File: src/rtl/core_fetch_queue_if.sv
// Bundles every signal of the fetch queue except clock and reset.
//   run, flush, flush_pc          : fetch enable and redirect (core -> queue)
//   mem_val, mem_addr             : read request to instruction memory (queue -> mem)
//   mem_rdy, mem_rdata            : read accept and data, same cycle (mem -> queue)
//   instr_val, instr, instr_pc    : head entry offered to decode (queue -> decode)
//   instr_rdy                     : decode consumes the head (decode -> queue)
//   count, fetch_pc               : occupancy and current fetch PC (debug/status)
// Modport "slave" is the queue's view; "master" is the surrounding core/memory view.
interface core_fetch_queue_if #(
    parameter int DEPTH = 4,
    parameter int AW    = 8,
    parameter int DW    = 16
);
    localparam int CW = $clog2(DEPTH + 1);

    logic          run;
    logic          flush;
    logic [AW-1:0] flush_pc;
    logic          mem_val;
    logic [AW-1:0] mem_addr;
    logic          mem_rdy;
    logic [DW-1:0] mem_rdata;
    logic          instr_val;
    logic [DW-1:0] instr;
    logic [AW-1:0] instr_pc;
    logic          instr_rdy;
    logic [CW-1:0] count;
    logic [AW-1:0] fetch_pc;

    modport slave (
        input  run, flush, flush_pc, mem_rdy, mem_rdata, instr_rdy,
        output mem_val, mem_addr, instr_val, instr, instr_pc, count, fetch_pc
    );

    modport master (
        output run, flush, flush_pc, mem_rdy, mem_rdata, instr_rdy,
        input  mem_val, mem_addr, instr_val, instr, instr_pc, count, fetch_pc
    );
endinterface

File: src/rtl/core_fetch_queue.sv
// Instruction prefetch queue.
// Walks a fetch PC, issues val/rdy reads to instruction memory, buffers each
// returned word together with its PC in a DEPTH-entry FIFO and offers the head
// entry to decode with a valid/ready handshake. A flush discards the queue and
// reloads the fetch PC.
// Ports:
//   clk  : clock, all state on rising edge
//   rst  : asynchronous reset, active high
//   bus  : core_fetch_queue_if.slave (memory port, decode port, control, status)
module core_fetch_queue #(
    parameter int DEPTH = 4,
    parameter int AW    = 8,
    parameter int DW    = 16
) (
    input  logic               clk,
    input  logic               rst,
    core_fetch_queue_if.slave  bus
);
    localparam int PW = $clog2(DEPTH);
    localparam int CW = $clog2(DEPTH + 1);
    localparam logic [AW-1:0] RESET_PC = AW'(8'h10);

    logic [AW-1:0] fetch_pc_reg;
    logic [PW-1:0] wr_ptr_reg;
    logic [PW-1:0] rd_ptr_reg;
    logic [CW-1:0] count_reg;

    logic          full;
    logic          empty;
    logic          push;
    logic          pop;

    logic [AW-1:0] slot_pc   [DEPTH];
    logic [DW-1:0] slot_data [DEPTH];

    assign full  = (count_reg == CW'(DEPTH));
    assign empty = (count_reg == '0);

    // The request is built only from registered state, run and flush, so the
    // memory side never sees a combinational path from the decode handshake.
    // rst is folded in so the request drops the instant reset asserts.
    assign bus.mem_val  = bus.run & ~bus.flush & ~full & ~rst;
    assign bus.mem_addr = fetch_pc_reg;
    assign push         = bus.mem_val & bus.mem_rdy;
    assign pop          = ~empty & bus.instr_rdy & ~bus.flush;

    // Pointer, occupancy and fetch PC state. A flush wins over push/pop.
    always_ff @(posedge clk or posedge rst) begin
        if (rst) begin
            fetch_pc_reg <= RESET_PC;
            wr_ptr_reg   <= '0;
            rd_ptr_reg   <= '0;
            count_reg    <= '0;
        end else if (bus.flush) begin
            fetch_pc_reg <= bus.flush_pc;
            wr_ptr_reg   <= '0;
            rd_ptr_reg   <= '0;
            count_reg    <= '0;
        end else begin
            if (push) begin
                wr_ptr_reg   <= wr_ptr_reg + 1'b1;
                fetch_pc_reg <= fetch_pc_reg + 1'b1;
            end
            if (pop) begin
                rd_ptr_reg <= rd_ptr_reg + 1'b1;
            end
            count_reg <= count_reg + CW'(push) - CW'(pop);
        end
    end

    // Storage slots. Contents need no reset: the outputs are masked while the
    // queue is empty, and a slot is always written before it becomes visible.
    generate
        for (genvar gi = 0; gi < DEPTH; gi++) begin : g_slot
            logic [AW-1:0] pc_reg;
            logic [DW-1:0] data_reg;

            always_ff @(posedge clk) begin
                if (push && (wr_ptr_reg == PW'(gi))) begin
                    pc_reg   <= fetch_pc_reg;
                    data_reg <= bus.mem_rdata;
                end
            end

            assign slot_pc[gi]   = pc_reg;
            assign slot_data[gi] = data_reg;
        end
    endgenerate

    // Head entry read straight from storage so a word pushed in one cycle is
    // offered to decode in the next. Zero while empty (including reset).
    assign bus.instr_val = ~empty;
    assign bus.instr     = empty ? '0 : slot_data[rd_ptr_reg];
    assign bus.instr_pc  = empty ? '0 : slot_pc[rd_ptr_reg];
    assign bus.count     = count_reg;
    assign bus.fetch_pc  = fetch_pc_reg;
endmodule

File: src/flat_wrapper.sv
// flat-port wrapper written by rule: the top's interface ports become plain ports
module core_fetch_queue_flat 
#(
    parameter int DEPTH = 4,
    parameter int AW    = 8,
    parameter int DW    = 16
)
  (clk, rst, bus_run, bus_flush, bus_flush_pc, bus_mem_rdy, bus_mem_rdata, bus_instr_rdy, bus_mem_val, bus_mem_addr, bus_instr_val, bus_instr, bus_instr_pc, bus_count, bus_fetch_pc);
  core_fetch_queue_if #(.DEPTH(DEPTH), .AW(AW), .DW(DW)) bus_i ();
  input  logic clk;
  input  logic rst;
  input wire logic [$bits(bus_i.run)-1:0] bus_run;
  input wire logic [$bits(bus_i.flush)-1:0] bus_flush;
  input wire logic [$bits(bus_i.flush_pc)-1:0] bus_flush_pc;
  input wire logic [$bits(bus_i.mem_rdy)-1:0] bus_mem_rdy;
  input wire logic [$bits(bus_i.mem_rdata)-1:0] bus_mem_rdata;
  input wire logic [$bits(bus_i.instr_rdy)-1:0] bus_instr_rdy;
  output wire logic [$bits(bus_i.mem_val)-1:0] bus_mem_val;
  output wire logic [$bits(bus_i.mem_addr)-1:0] bus_mem_addr;
  output wire logic [$bits(bus_i.instr_val)-1:0] bus_instr_val;
  output wire logic [$bits(bus_i.instr)-1:0] bus_instr;
  output wire logic [$bits(bus_i.instr_pc)-1:0] bus_instr_pc;
  output wire logic [$bits(bus_i.count)-1:0] bus_count;
  output wire logic [$bits(bus_i.fetch_pc)-1:0] bus_fetch_pc;
  assign bus_i.run = bus_run;
  assign bus_i.flush = bus_flush;
  assign bus_i.flush_pc = bus_flush_pc;
  assign bus_i.mem_rdy = bus_mem_rdy;
  assign bus_i.mem_rdata = bus_mem_rdata;
  assign bus_i.instr_rdy = bus_instr_rdy;
  assign bus_mem_val = bus_i.mem_val;
  assign bus_mem_addr = bus_i.mem_addr;
  assign bus_instr_val = bus_i.instr_val;
  assign bus_instr = bus_i.instr;
  assign bus_instr_pc = bus_i.instr_pc;
  assign bus_count = bus_i.count;
  assign bus_fetch_pc = bus_i.fetch_pc;
  core_fetch_queue #(.DEPTH(DEPTH), .AW(AW), .DW(DW)) u_core (.clk(clk), .rst(rst), .bus(bus_i));
endmodule
File: config.mk
export PLATFORM = sky130hd
export DESIGN_NAME = core_fetch_queue_flat
export DESIGN_NICKNAME = d
export VERILOG_FILES = /design/src/rtl/core_fetch_queue_if.sv /design/src/rtl/core_fetch_queue.sv /design/src/flat_wrapper.sv
export SDC_FILE = /design/constraint.sdc
export NUM_CORES = 1
export LEC_CHECK = 0
export ABC_AREA = 1
export CAP_MARGIN = 20
export CORE_UTILIZATION = 48
export CTS_CLUSTER_SIZE = 16
export DETAILED_ROUTE_END_ITERATION = 12
export PLACE_DENSITY_LB_ADDON = 0.1
export SLEW_MARGIN = 20
export SYNTH_ARGS = -nofsm -noshare
export SYNTH_HDL_FRONTEND = slang
export SYNTH_SLANG_ARGS = --single-unit
File: constraint.sdc
create_clock -name clk -period 2.05 [get_ports clk]
set_clock_uncertainty 0.05 [all_clocks]
set_input_delay 0.41 -clock clk [delete_from_list [all_inputs] [get_ports clk]]
set_output_delay 0.41 -clock clk [all_outputs]
set_load 0.005 [all_outputs]
# Word-level counts from Yosys, hierarchy flattened
# Index checks and enable logic that the tools add are counted.
# totals
elab_cells	56
ff_bits	111
inputBits	30
latch_bits	0
n_memories	0
ramBits	0
romBits	0
output_inout_bits	45
# classes
n_mux	15
n_shift	0
n_addsub	5
n_lt_le_gt_ge	1
n_mul	0
div_mod_pow	0
reduce_logical	8
bitwise	11
n_eq_ne	4
# op_table
cell	count
$mux 16	3
$mux 8	5
$bmux 16 s2	1
$bmux 8 s2	1
$add 8x1->8 const B	1
$mux 2	4
$and 1x1->1	6
$add 2x1->2 const B	2
$eq 2x2->1 const B	2
$logic_and 1x1->1	4
$not 1->1	4
$reduce_bool 2->1	2
$add 3x1->3	1
$eq 3x3->1 const B	1
$ge 3x3->1 const B	1
$logic_not 3->1	1
$mux 3	1
$not 2->3	1
$sub 3x1->3	1
$eq 2x1->1 const B	1
$logic_not 2->1	1

# Logic depth before layout (Yosys ltp)
# Gate-level depths: netlist of run 1.
# depth
ltp_word	8
mapped_depth	13
depth_no_buf	13

# Worst setup path after synthesis of run 1
# OpenSTA, ideal clock, no wires.
# synth_timing
kind	input to register
start	in bus_flush
end	reg u_core.g_slot[0].data_reg[0], enable pin
slack_ps	-326
t_arrival_ps	1921
path_buffers	1
required_time_ps	1595
setup_time_ps	405
stages	6
cell_sequence	inv_2 > nand2_2 > nor2_4 > nand3_2 > buf_6 > nor2_1
# synth_via
elab_chain_len	6
# synth_lines
item	line_no	text
start, declared	flat_wrapper.sv:13	input wire logic [$bits(bus_i.flush)-1:0] bus_flush;
$not 1->1	core_fetch_queue.sv:42	assign bus.mem_val = bus.run & ~bus.flush & ~full & ~rst;
$and 1x1->1 (3 in a row)	core_fetch_queue.sv:42	
$and 1x1->1	core_fetch_queue.sv:44	assign push = bus.mem_val & bus.mem_rdy;
$logic_and 1x1->1	core_fetch_queue.sv:79	if (push && (wr_ptr_reg == PW'(gi))) begin
end signal, assigned	core_fetch_queue.sv:81	data_reg <= bus.mem_rdata;
end, declared	core_fetch_queue.sv:76	logic [DW-1:0] data_reg;
# No other way between the ends.
# A chain may end at the register's enable or synchronous reset.

# Worst setup path after layout of run 1
# layout_timing
start	reg u_core.count_reg[1], in the netlist u_core.bus.count[1]
end	reg u_core.count_reg[2], in the netlist u_core.bus.count[2]
# layout_via
elab_chain_len	8
word_cells_on_any_way	12
classes_between	2 x add/sub; 1 x eq/ne; 1 x mux; 7 x bitwise; 1 x reduce/logical
# layout_lines
item	line_no	text
start, declared	core_fetch_queue.sv:26	logic [CW-1:0] count_reg;
start signal, assigned	core_fetch_queue.sv:67	count_reg <= count_reg + CW'(push) - CW'(pop);
$eq 3x3->1	core_fetch_queue.sv:36	assign full = (count_reg == CW'(DEPTH));
$not 1->1	core_fetch_queue.sv:42	
$and 1x1->1 (2 in a row)	core_fetch_queue.sv:42	
$and 1x1->1	core_fetch_queue.sv:44	
$add 3x1->3	core_fetch_queue.sv:67	
$sub 3x1->3 (*)	core_fetch_queue.sv:67	
$mux 3 (*)	core_fetch_queue.sv:54	end else if (bus.flush) begin
# Mark *: on every way between the ends. The rest lies on a longest branch, timed or not.

==> results of run 1 <==
## repair_timing
item | 4_1_cts | 5_1_grt
pin swaps | 22 | 44
cloned | 3 | 5
gates resized for setup | 136 | 94
setup buffers | 7 | 13
endpoints found under the setup margin | 29 | 32
## layer usage
| layer | part of all wire (%) | vias to the layer above |
|---|---|---|
| met4 | 0.56 | 0 |
| met2 | 52 | 80 |
| met1 | 43 | 1672 |
| met5 | 0 | - |
| li1 | - | 1689 |
| met3 | 4.3 | 4 |
## cells by family after synthesis
logic type / synth area share (%)
AO/OA/AOI/OAI: 8.13
XOR/XNOR: 0.730
adder cells (fa/ha/maj): 2.24
buffers and inverters: 6.07
flip-flops: 67.9
AND/OR/NAND/NOR: 14.9
## critical path, stage by stage (launching register included)
cell and delay (ns):
dfrtp_1 0.41, inv_2 0.09, nand2_4 0.07, nor2_4 0.13
inv_2 0.05, nand2_2 0.06, nor2_1 0.04, ha_1 0.26
inv_1 0.05, ha_1 0.13, inv_1 0.05, fa_2 0.34
a21oi_1 0.19, nor3_2 0.07
## metrics by stage
step | utilization [%] | hold WS [ns] | setup WS (ns)
after floorplan | - | 0.261 | -0.326
after global placement | 59.9 | 0.526 | -0.236
after detailed placement | 59.9 | 0.524 | -0.277
after CTS | 63.0 | 0.375 | -0.0471
after global routing | 66.9 | 0.434 | -0.118
final | 66.9 | 0.381 | -0.0291
## synth_stat cells (all sizes together) (2+ instances only)
library cell	n	area share, %
nor2	109	8.8
edfxtp	96	60
o21ai	53	5.5
nand2	39	3.1
a21oi	25	2.6
buf	24	3.7
inv	24	1.9
nand3	23	2.6
dfrtp	14	7.3
ha	7	1.8
clkbuf	5	0.50
xnor2	2	0.36
xor2	2	0.36
## layout make-up
type | count | area [µm²]
flip-flops and latches | 111 | 3260
clock buffers | 9 | 124
fillers | 762 | 3220
well taps | 133 | 166
inverters | 24 | 103
clock inverters | 7 | 77.6
repair buffers | 135 | 1310
repair inverters | 1 | 8.76
multi-input cells | 264 | 1460
## power groups by stage
stage / registers (mW) / logic (mW) / clock network [mW]
floorplan: 2.68 / 1.09 / 0
global placement: 2.70 / 2.16 / 0
detailed placement: 2.71 / 2.17 / 0
CTS: 2.65 / 2.29 / 1.29
global route: 2.67 / 3.04 / 1.37
finish: 2.66 / 2.81 / 1.26
## worst min path at each step
| stage | endpoint | start | slack (ns) | depth (start not counted) |
|---|---|---|---|---|
| floorplan | u_core.bus.count[0]$_DFF_PP0_ | rst | 0.26 | 1 |
| global placement | u_core.bus.fetch_pc[4]$_DFFE_PP1P_ | u_core.bus.fetch_pc[4]$_DFFE_PP1P_ | 0.53 | 2 |
| detailed placement | u_core.bus.fetch_pc[4]$_DFFE_PP1P_ | u_core.bus.fetch_pc[4]$_DFFE_PP1P_ | 0.52 | 2 |
| CTS | u_core.bus.fetch_pc[6]$_DFFE_PP0P_ | rst | 0.37 | 3 |
| global route | u_core.bus.fetch_pc[6]$_DFFE_PP0P_ | rst | 0.43 | 3 |
| finish | u_core.bus.fetch_pc[6]$_DFFE_PP0P_ | rst | 0.38 | 3 |
==> flow_metrics.tcl, run 1 <==
set metrics [dict create \
    met1_usage_pct 25.8 \
    cts_buffer_depth 2 \
    cts_hold_buf 0 \
    post-route-period-util_pct 101 \
    cts.htree.levels 3 \
    avgRoutedWirePerCell_um 15.8 \
    reg2reg_slack_ns -0.03 \
    async_flop_share_pct 13.5 \
    max_freq_ghz 0.481 \
    peakVddDrop_mv 0.691 \
    top_usage_layer "met2" \
    clkLatencyLatePin_ns 0.36 \
    cp.required_ns 2.26 \
    setup_tns_ns -0.0819 \
    slew_violations 0 \
    crit_end "u_core.bus.count[2]$_DFF_PP0_" \
    coreArea_um2 9730 \
    r2r-end "u_core.bus.count[2]$_DFF_PP0_" \
    numPortBuffers 74 \
    setup_violations 6 \
    syn_inst 428 \
    grt_pass1_wl_um 16400 \
    synth_seq_cells 111 \
    cts_tree "done" \
    grt_pass1_vias 3392 \
    placedCellCount 641 \
    r2r-start "u_core.bus.count[1]$_DFF_PP0_" \
    rows 36 \
    ys_warn_count 0 \
    drt_first_iter_violations 107 \
    die_area_um2 10400 \
    dp_hpwl_um 6400 \
    max_cap_violations 0 \
    overflow 0 \
    ios 75 \
    final_hold_viol_count 0 \
    synthDistinctLibCells 28 \
    internal-power_mw 4.45 \
    pwr_density_cell_nw_per_um2 1030 \
    cp_max_fo 3 \
    syn-mean-instance-area_um2 11.2 \
    drive_above_1_share_pct 31.0 \
    initial_core_util_pct 49.3 \
    synthesis.area_um2 4800 \
    synth_edf_count 96 \
    rsz0062_at_grt "yes" \
    p_sw_share_pct 33.8 \
    grt.total_usage_pct 21.0 \
    post-route-drc-count 0 \
    slew_headroom_pct 77.8 \
    final_net_count 584 \
    finalPower_mw 6.72 \
    drt-pass1-iter-count 4 \
    fp.dieW_um 102 \
    startpoint "u_core.bus.count[1]$_DFF_PP0_" \
    largest_reg_flops 64 \
    cts_root_buf "clkbuf_8" \
    ys_seq_area_share_pct 67.9 \
    cp-end-kind "register" \
    grt_max_degree 25 \
    cts.clk_slew.worst_paths_ns 0.11 \
    cts.sinks 111 \
    hold_path.class "primary input to async pin" \
    ys.flop_type "edfxtp_1" \
    area_growth_pct 35.6 \
    final_common_cell "edfxtp_1" \
    cts_inserted_buffers 9 \
    viasPerCell 5.04 \
    period_minus_slack_ns 2.08 \
    synth_fp_nets 466 \
    die_h_um 102 \
    antenna_found_initial 0 \
    worst-setup-path-type "register to register" \
    p_comb_share_pct 41.7 \
    num_vias 3445 \
    n_antenna_cell 0 \
    worst_slew_pin_slew_ns 0.332 \
    gp_congestion 0.743 \
    drt-total-wl_um 10800 \
    grtUsageMet2_pct 37.5 \
    final_cells 684 \
    status "finished with violations" \
    p_seq_share_pct 39.5 \
    postPlaceCellArea_um2 5830 \
    ant_nets 0 \
    worstPathArrival_ns 2.29 \
    pwr-share-clk_pct 18.8 \
    leakage_nw 2.53 \
    final_area_um2 6510 \
    p_sw_mw 2.27 \
    start_kind "register" \
    grt_use_met3_pct 4.10 \
    mostFrequentLayoutCells "edfxtp_1, nor2_1, clkdlybuf4s50_1" \
    worstRegToRegCells 13 \
    violations "setup timing" \
    fin_ws_ns -0.0291 \
]
Power figures use the tool's default switching activity.
==> inputs of run 2 (changes only) <==
- ABC_AREA: 1 -> unset
- CORE_UTILIZATION: 48 -> 55
- SLEW_MARGIN: 20 -> unset
- clock period: 2.05 -> 2.57 ns (I/O delays scaled with it)
==> run 2 against run 1 <==
  * The run now ends clean
  * Flip-flop and latch count is the same
  * Setup slack improved by 0.098 ns
  * Worst hold slack improved by 0.14 ns
  * Final cell count is 34% lower
  * Area after synthesis fell by 3.7%
  * Cell area down 11%
  * Critical endpoint is now bus_instr_pc[0]
  * First-iteration DRC count grew 21%
==> flow_metrics.tcl, run 2 <==
set metrics [dict create \
    peakVddDrop_mv 0.643 \
    p_comb_share_pct 28.9 \
    muxShareOfSynthArea_pct 11.9 \
    synth_edf_count 96 \
    synth_top_area_share_pct 62.3 \
    initial_core_util_pct 56.6 \
    leakage_nw 2.10 \
    post-route-period-util_pct 97.3 \
    avgRoutedWirePerCell_um 18.4 \
    area_growth_pct 25.1 \
    synth_compound_area_share_pct 3.14 \
    grt_max_degree 27 \
    slew_headroom_pct 60.0 \
    gp_congestion 0.810 \
    final_net_count 380 \
    synthXorXnorAreaFrac_pct 0.758 \
    post-route-drc-count 0 \
    pwr_density_cell_nw_per_um2 743 \
    synth_area_leaders "edfxtp_1, mux4_2, dfrtp_1" \
    yosysTopAreaCell "edfxtp_1" \
    mostFrequentLayoutCells "edfxtp_1, clkdlybuf4s50_1, mux4_2, dlygate4sd2_1, and2_1" \
    drive_above_1_share_pct 21.3 \
    num_vias 2496 \
    synthAdderAreaFrac_pct 2.33 \
    reg2reg_slack_ns 0.28 \
    ant_nets 0 \
    die_area_um2 8780 \
    syn-mean-instance-area_um2 18.2 \
    synth_seq_cells 111 \
    max_freq_ghz 0.400 \
    p_sw_share_pct 27.0 \
    async_flop_share_pct 13.5 \
    setup_tns_ns 0 \
    synth_common_cells "edfxtp_1, and2_1, mux4_2" \
    rsz0062_at_grt "yes" \
    placedCellCount 431 \
    final_cells 452 \
    worstPathArrival_ns 1.94 \
    ys.flop_type "edfxtp_1" \
    slew_violations 0 \
    cp-end-kind "primary output" \
    largest_reg_flops 64 \
    p_seq_share_pct 48.8 \
    internal-power_mw 3.14 \
    synthSimpleGateAreaFrac_pct 8.12 \
    grt_pass1_wl_um 13300 \
    cts_inserted_buffers 9 \
    ys_warn_count 0 \
    cp_max_fo 12 \
    cts.htree.levels 3 \
    rows 33 \
    numPortBuffers 74 \
    setup_violations 0 \
    syn_inst 254 \
    overflow 0 \
    finalPower_mw 4.30 \
    clkLatencyLatePin_ns 0.36 \
    drt-pass1-iter-count 4 \
    start_kind "register" \
    status "finished, final reports clean" \
    n_antenna_cell 0 \
    pwr-share-clk_pct 22.3 \
    synth_fp_nets 292 \
    cts.sinks 111 \
    final_hold_viol_count 0 \
    die_h_um 93.7 \
    coreArea_um2 8180 \
    grt_pass1_vias 2565 \
    drt-total-wl_um 8330 \
    synth_most_common_cell "edfxtp_1" \
    cp.required_ns 2.01 \
    synthesis.area_um2 4620 \
    dp_hpwl_um 5430 \
    ys_seq_area_share_pct 70.5 \
    drt_first_iter_violations 129 \
    period_minus_slack_ns 2.50 \
    final_area_um2 5780 \
    fin_util_pct 70.7 \
    cts_buffer_depth 2 \
    final_common_cell "edfxtp_1" \
    cts_hold_buf 0 \
    max_cap_violations 0 \
    viasPerCell 5.52 \
    synthDistinctLibCells 39 \
    cts_root_buf "clkbuf_8" \
    postPlaceCellArea_um2 5590 \
    synth_top_family_by_area "multiplexers" \
    cts.clk_slew.worst_paths_ns 0.10 \
    p_sw_mw 1.16 \
    fp.dieW_um 93.7 \
    grt.total_usage_pct 20.9 \
    worst-setup-path-type "register to primary output" \
    cts_tree "done" \
    ios 75 \
    antenna_found_initial 0 \
    worst_slew_pin_slew_ns 0.599 \
    hold_path.class "register to register" \
]
-- run 2: cell count changes in the layout (fill, tap and decap cells not counted), sizes merged, moves of 6 or more --
cell,change
nor2,-102
buf,-58
o21ai,-50
nand2,-32
a21oi,-24
and2,+24
mux4,+24
dlygate4sd2,+22
nand3,-18
inv,-14
a221o,+6
-- run 2: final timing paths --
| check | from | to | cells after the start |
|---|---|---|---|
| max | u_core.rd_ptr_reg[0]$_DFFE_PP0P_ | bus_instr_pc[0] | 4 |
| min in group asynchronous | rst | u_core.bus.count[0]$_DFF_PP0_ | 2 |
| min reg2reg | u_core.wr_ptr_reg[0]$_DFFE_PP0P_ | u_core.wr_ptr_reg[0]$_DFFE_PP0P_ | 1 |
| max reg2reg | u_core.bus.count[2]$_DFF_PP0_ | u_core.bus.count[2]$_DFF_PP0_ | 10 |
| min | u_core.wr_ptr_reg[0]$_DFFE_PP0P_ | u_core.wr_ptr_reg[0]$_DFFE_PP0P_ | 1 |
| max in group asynchronous | rst | u_core.rd_ptr_reg[0]$_DFFE_PP0P_ | 2 |
-- run 2: stage by stage --
step | hold WS, ns | setup slack [ns]
2_1_floorplan | 0.365 | 0.159
3_3_place_gp | 0.497 | 0.151
3_5_place_dp | 0.505 | 0.0680
4_1_cts | 0.523 | 0.0412
5_1_grt | 0.556 | -0.0132
6_report | 0.522 | 0.0685
-- run 2: layout make-up --
class	instances	area (µm²)
fillers	546	2390
flip-flops and latches	111	3260
clock inverters	5	46.3
repair buffers	97	966
multi-input cells	116	1220
clock buffers	11	131
well taps	105	131
inverters	7	28.8
-- run 2: what timing repair did --
item | 4_1_cts | 5_1_grt
resized for setup | 26 | 2
setup buffers | 4 | 1
setup endpoints to repair | 24 | 7
-- run 2: kinds of logic (layout without fill, tap and decap cells) --
kind of cell               count (synthesis)  in the layout
AOI/OAI and AO/OA                         17             17
xor gates and xnor gates                   4              4
adders and majority gates                  8              8
buffers and inverters                     27            120
DFF                                      111            111
muxes                                     25             25
and+or+nand+nor                           62             62
-- run 2: power groups by stage --
stage               clock (mW)  combinational [mW]  sequential (mW)
global route              1.05                1.36             2.11
floorplan                    0               0.661             2.11
global placement             0                1.29             2.15
detailed placement           0                1.31             2.15
CTS                      0.979                1.25             2.10
finish                   0.957                1.24             2.10
-- run 2: worst max-delay path, cell delays in order, from the launching register on --
cell and delay [ns]:
dfrtp_2 0.46, buf_12 0.18, mux4_2 0.51, and2_4 0.17, dlygate4sd2_1 0.26
-- run 2: per-layer routing --
metal  up-vias  track usage, %  wire [µm]
met5         -               0          0
met4         0            6.28        117
met3        12            4.29        337
met2        59            34.2       4230
met1      1262            28.6       3650
li1       1163               -          -
